## src/rtl/dac_code_gen.sv

```systemverilog
// -----------------------------------------------------------------------------
// dac_code_gen
// Generates the 8-bit sample code for the dac8bit converter model. Four
// waveforms are available: ramp, triangle, square and single sweep. A sample
// advances once every (div + 1) clocks. A configuration is accepted over a
// valid/ready handshake, and only while the block is idle.
//
// Ports
//   clk           system clock, rising-edge active
//   rst           synchronous, active-high reset
//   cfg_valid     configuration offered
//   cfg_ready     configuration can be accepted (high only when idle)
//   cfg_mode      0 ramp, 1 triangle, 2 square, 3 single sweep
//   cfg_step      code increment, or half-period in samples for square (0 -> 1)
//   cfg_div       prescaler: one sample every cfg_div+1 clocks
//   stop          abort the running sequence (D returns to 0)
//   D             DAC code, registered
//   sample_strobe one-cycle pulse in the first cycle D holds a new sample
//   busy          high while a sequence runs
//   done          one-cycle pulse together with the final 255 of a sweep
// -----------------------------------------------------------------------------
module dac_code_gen #(
    parameter int DIV_W = 16
) (
    input  logic             clk,
    input  logic             rst,
    input  logic             cfg_valid,
    output logic             cfg_ready,
    input  logic [1:0]       cfg_mode,
    input  logic [7:0]       cfg_step,
    input  logic [DIV_W-1:0] cfg_div,
    input  logic             stop,
    output logic [7:0]       D,
    output logic             sample_strobe,
    output logic             busy,
    output logic             done
);

    typedef enum logic [0:0] {
        ST_IDLE = 1'b0,
        ST_RUN  = 1'b1
    } state_t;

    localparam logic [1:0] MODE_RAMP   = 2'd0;
    localparam logic [1:0] MODE_TRI    = 2'd1;
    localparam logic [1:0] MODE_SQUARE = 2'd2;
    localparam logic [1:0] MODE_SWEEP  = 2'd3;

    localparam logic DIR_UP   = 1'b0;
    localparam logic DIR_DOWN = 1'b1;

    state_t           state_r, state_s;
    logic [7:0]       d_r, d_s;
    logic [DIV_W-1:0] cnt_r, cnt_s;
    logic             dir_r, dir_s;
    logic [7:0]       sq_r, sq_s;
    logic [1:0]       mode_r, mode_s;
    logic [7:0]       step_r, step_s;
    logic [DIV_W-1:0] div_r, div_s;
    logic             strobe_r, strobe_s;
    logic             done_r, done_s;
    logic             busy_r, busy_s;
    logic             ready_r, ready_s;

    // 9-bit intermediates so that saturation can see the carry and the borrow
    logic [8:0]       sum_s;
    logic [8:0]       diff_s;
    logic [7:0]       sq_inc_s;

    assign sum_s    = {1'b0, d_r} + {1'b0, step_r};
    assign diff_s   = {1'b0, d_r} - {1'b0, step_r};
    assign sq_inc_s = sq_r + 8'd1;

    // Next-state and next-output logic for the IDLE/RUN controller
    always_comb begin
        state_s  = state_r;
        d_s      = d_r;
        cnt_s    = cnt_r;
        dir_s    = dir_r;
        sq_s     = sq_r;
        mode_s   = mode_r;
        step_s   = step_r;
        div_s    = div_r;
        strobe_s = 1'b0;
        done_s   = 1'b0;

        case (state_r)
            ST_IDLE: begin
                if (cfg_valid && ready_r) begin
                    state_s = ST_RUN;
                    mode_s  = cfg_mode;
                    step_s  = (cfg_step == 8'd0) ? 8'd1 : cfg_step;
                    div_s   = cfg_div;
                    d_s     = 8'd0;
                    cnt_s   = {DIV_W{1'b0}};
                    dir_s   = DIR_UP;
                    sq_s    = 8'd0;
                end else begin
                    state_s = ST_IDLE;
                end
            end
            ST_RUN: begin
                if (stop) begin
                    state_s = ST_IDLE;
                    d_s     = 8'd0;
                end else if ((mode_r == MODE_SWEEP) && (d_r == 8'hFF)) begin
                    // A sweep only reaches 255 on its final sample; D holds it
                    state_s = ST_IDLE;
                end else if (cnt_r == div_r) begin
                    cnt_s    = {DIV_W{1'b0}};
                    strobe_s = 1'b1;
                    case (mode_r)
                        MODE_RAMP: begin
                            d_s = sum_s[7:0];
                        end
                        MODE_TRI: begin
                            if (dir_r == DIR_UP) begin
                                if (sum_s >= 9'd255) begin
                                    d_s   = 8'hFF;
                                    dir_s = DIR_DOWN;
                                end else begin
                                    d_s = sum_s[7:0];
                                end
                            end else begin
                                if (diff_s[8] || (diff_s[7:0] == 8'd0)) begin
                                    d_s   = 8'd0;
                                    dir_s = DIR_UP;
                                end else begin
                                    d_s = diff_s[7:0];
                                end
                            end
                        end
                        MODE_SQUARE: begin
                            if (sq_inc_s == step_r) begin
                                sq_s = 8'd0;
                                d_s  = (d_r == 8'h00) ? 8'hFF : 8'h00;
                            end else begin
                                sq_s = sq_inc_s;
                            end
                        end
                        MODE_SWEEP: begin
                            if (sum_s >= 9'd255) begin
                                d_s    = 8'hFF;
                                done_s = 1'b1;
                            end else begin
                                d_s = sum_s[7:0];
                            end
                        end
                        default: begin
                            d_s = sum_s[7:0];
                        end
                    endcase
                end else begin
                    cnt_s = cnt_r + DIV_W'(1);
                end
            end
            default: begin
                state_s = ST_IDLE;
            end
        endcase

        ready_s = (state_s == ST_IDLE);
        busy_s  = (state_s == ST_RUN);
    end

    // State and output registers with synchronous reset
    always_ff @(posedge clk) begin
        if (rst) begin
            state_r  <= ST_IDLE;
            d_r      <= 8'd0;
            cnt_r    <= {DIV_W{1'b0}};
            dir_r    <= DIR_UP;
            sq_r     <= 8'd0;
            mode_r   <= MODE_RAMP;
            step_r   <= 8'd1;
            div_r    <= {DIV_W{1'b0}};
            strobe_r <= 1'b0;
            done_r   <= 1'b0;
            busy_r   <= 1'b0;
            ready_r  <= 1'b1;
        end else begin
            state_r  <= state_s;
            d_r      <= d_s;
            cnt_r    <= cnt_s;
            dir_r    <= dir_s;
            sq_r     <= sq_s;
            mode_r   <= mode_s;
            step_r   <= step_s;
            div_r    <= div_s;
            strobe_r <= strobe_s;
            done_r   <= done_s;
            busy_r   <= busy_s;
            ready_r  <= ready_s;
        end
    end

    assign D             = d_r;
    assign sample_strobe = strobe_r;
    assign done          = done_r;
    assign busy          = busy_r;
    assign cfg_ready     = ready_r;

endmodule

```

## config.mk

```make
export PLATFORM = sky130hd
export DESIGN_NAME = dac_code_gen
export DESIGN_NICKNAME = d
export VERILOG_FILES = /design/src/rtl/dac_code_gen.sv
export SDC_FILE = /design/constraint.sdc
export NUM_CORES = 1
export LEC_CHECK = 0
export CAP_MARGIN = 20
export CORE_ASPECT_RATIO = 0.75
export CORE_UTILIZATION = 40
export CTS_CLUSTER_DIAMETER = 100
export DETAILED_ROUTE_END_ITERATION = 16
export PLACE_DENSITY_LB_ADDON = 0.2
export SYNTH_ARGS = -nofsm -noshare
export SYNTH_HDL_FRONTEND = slang
export SYNTH_SLANG_ARGS = --single-unit
```

## constraint.sdc

```tcl
create_clock -name clk -period 2.29 [get_ports clk]
set_input_delay 0.5725 -clock clk [delete_from_list [all_inputs] [get_ports clk]]
set_output_delay 0.5725 -clock clk [all_outputs]
set_load 0.1 [all_outputs]
```

==> results.toml <==
[grt]
grt_pass1_vias = 4105
grtUsageTotal_pct = 24.45
antenna_found_initial = 0
grt_max_degree = 29
overflow = 0
grt_pass1_wl_um = 20640

[finish]
antenna_cells = 0
syn2layout_area_growth_pct = 46.14
final_cells = 783
layout.nets = 696
drive_gt1_share_pct = 34.10

[critical_path]
crit_end = "D[1]"
crit_path_cell_trace = "inv_1 > buf_4 > fa_2 > a211o_1 > nand3b_1 > o311ai_4 > nor4b_2 > a31oi_1 > a211oi_1 > o2bb2ai_1"
path_max_fanout = 3
worstSetupEndpointType = "register"
critPathMaxStageDelay_ns = 0.35
cp_slowest_cell = "fa_2"
worstPathArrival_ns = 2.58
ff2ff_path_depth = 10
r2r-end = "D[1]"
critPathTopFamily = "compound AO/OA/AOI/OAI gates"
required_ns = 2.50
cp_num_buf_inv = 2
reg2reg_slack_ns = -0.07
crit_start = "step_r[1]"
crit_cells = 10
regToRegStartpoint = "step_r[1]"
worst-setup-path-type = "reg2reg"
startpoint_type = "register"

[placed_design]
numPlacedInstances = 759
hpwl_um = 9865
gp_congestion = 0.9453
io_buffer_count = 41
post-place-ws_ns = -0.1972

[drt]
drtIter0Drc = 306
wl_met3_um = 1039
top_layer_used = "met4"
ant_nets = 0
wl_per_cell_um = 17.06
drc = 0
vias_per_cell = 5.501
dr_wl_met2_um = 5612
first_pass_iters = 5
met1_length_um = 6490
vias = 4307
wirelength_um = 13360

[floorplan]
initial_core_util_pct = 42.23
num_io_pins = 42
fp-row-count = 31
die-area_um2 = 10860
core_um2 = 9891
fp.dieW_um = 120.0
die_height_um = 90.50

[min_path]
hold_class = "reg2reg"

[clock_network]
cts_root_buffer = "clkbuf_16"
clk_pin_slew_ns = 0.05
insertion_delay_ns = 0.33
cts_buffers = 9
htreeDepth = 3
cts_sinks = 63
ctsLongestPathBuffers = 2
cts_tree = "built"

[logic_synthesis]
synth_top_cell_area_share_pct = 30.20
async_flop_share_pct = 0
synth_cell_types = 81
synth_seq_cells = 63
synth_nets = 565
mappedNetlistArea_um2 = 4177
synthTopCellsByArea = "dfxtp_1 30%, nand2_1 6.8%, xor2_1 5.9%"
synth-edff-count = 0
synth_commonest_cells = "76 x nand2_1, 63 x dfxtp_1, 41 x a21oi_1"
yosysMostFrequentCell = "nand2_1"
yosysSeqAreaShare_pct = 30.20
synth_cells = 515
yosysWarnings = 0
avgSynthCellArea_um2 = 8.110
synthFlopType = "dfxtp_1"
synth_area_leader_cell = "dfxtp_1"

[power]
powerDensity_nw_per_um2 = 529.6
p_seq_share_pct = 36.2
p_switching_w = 0.0009441
sw_frac_of_total_pct = 29.21
intPower_w = 0.002288
ir_worst_vdd_v = 0.0004345
clockPowerShare_pct = 39.2
comb_power_share_pct = 24.6
p_leak_nw = 2.557

[job]
drv_cap = 0

[sta]
worst_pin_slew_ns = 0.6197
min_period_ns = 2.364
relSlewSlack_pct = 58.54
fin_skew_ns = 0.003156
rsz0062_at_grt = "yes"
timing.fmax_ghz = 0.4230
final.setup.worst_slack_ns = -0.07428
final_hold_viol_count = 0
slew_viol_final = 0
setup_viol = 6
period_share_pct = 103.2

[status]
violations = "setup timing"
status = "finished with violations"
-- layer usage --
layer / global-route usage (%) / vias up
met5: 0 / -
met4: 7.292 / 0
met3: 5.051 / 28
met2: 35.73 / 155
met1: 35.57 / 2020
li1: - / 2104
-- placed cells by master, fill, tap and decap left out, types with 5 or more instances in the layout --
| master | instances |
|---|---|
| buf_4 | 109 |
| nand2_1 | 75 |
| dfxtp_1 | 47 |
| a21oi_1 | 41 |
| nor2_1 | 29 |
| clkdlybuf4s50_1 | 29 |
| xor2_1 | 27 |
| inv_1 | 22 |
| o21ai_0 | 13 |
| xnor2_1 | 12 |
| nand3_1 | 10 |
| ha_1 | 10 |
| clkbuf_16 | 9 |
| dfxtp_4 | 8 |
| nand2b_1 | 8 |
| ha_4 | 8 |
| dfxtp_2 | 8 |
| o21ai_2 | 7 |
| nor4_1 | 6 |
| nand4_1 | 6 |
| nor3b_1 | 6 |
| a21o_1 | 6 |
| and3_1 | 6 |
| nor3_1 | 5 |
| o21ai_1 | 5 |
| a211oi_1 | 5 |
| or3_1 | 5 |
-- per-stage QoR --
step	util, %	TNS (ns)	power, W	hold WS, ns	cell area, um^2
final	61.71	-0.2207	0.003232	0.4641	6103
after global routing	61.71	-0.8783	0.003360	0.4790	6103
after CTS	59.27	-0.1496	0.003186	0.4697	5862
after detailed placement	55.08	-2.477	0.001889	0.4626	5448
after global placement	55.08	-1.443	0.001880	0.4556	5448
after floorplan	-	-0.4725	0.001613	0.4478	4334
-- state kept, by name, summed over array words and instances (netlist names) --
register / flops
dir_r: 1
busy: 1
done: 1
cfg_ready: 1
mode_r: 2
sq_r: 8
sample_strobe: 1
D: 8
step_r: 8
div_r: 16
cnt_r: 16
-- worst min-delay path: stages (launching register included) --
cell and delay, ns:
dfxtp_1 0.31, nand2_1 0.05, a21oi_1 0.05
-- power groups by stage --
stage / Clock (W) / Combinational [W] / Sequential [W]
floorplan: 0 / 0.000398 / 0.00121
global placement: 0 / 0.000690 / 0.00119
detailed placement: 0 / 0.000698 / 0.00119
CTS: 0.00129 / 0.000727 / 0.00117
global route: 0.00134 / 0.000848 / 0.00117
finish: 0.00127 / 0.000796 / 0.00117
-- repair_timing --
| action | in CTS | in global routing |
|---|---|---|
| cloned | 0 | 0 |
| setup endpoints to repair | 10 | 17 |
| gates resized for setup | 23 | 41 |
| pin swaps | 18 | 24 |
| setup buffers | 2 | 7 |
| hold buffers | 0 | 0 |
-- logic make-up (layout without fill, tap and decap cells) --
logic type                 Yosys count  in the layout  synth area share (%)
muxes                                1              1                0.3594
and+or+nand+nor                    206            206                 25.49
AOI/OAI and AO/OA                  137            137                 23.58
buffers and inverters               45            181                 5.003
DFF                                 63             63                 30.20
adders and majority gates           20             20                 6.351
xor gates and xnor gates            43             43                 9.018
-- worst min path at each step --
stage | start | endpoint | slack (ns) | cells past startpoint
finish | div_r[2] | div_r[2] | 0.46 | 2
global route | div_r[2] | div_r[2] | 0.48 | 2
CTS | div_r[2] | div_r[2] | 0.47 | 2
detailed placement | div_r[2] | div_r[2] | 0.46 | 2
global placement | div_r[8] | div_r[8] | 0.46 | 2
floorplan | div_r[0] | div_r[0] | 0.45 | 2
-- area by class of cell --
cell class	count	area [um^2]
fill	865	3787
inverter	24	92.59
timing repair buffer	141	1142
multi-input combinational	407	3124
clock buffer	13	260.3
tap	132	165.2
sequential	63	1301
clock inverter	3	17.52
(Power assumes the default switching activity.)
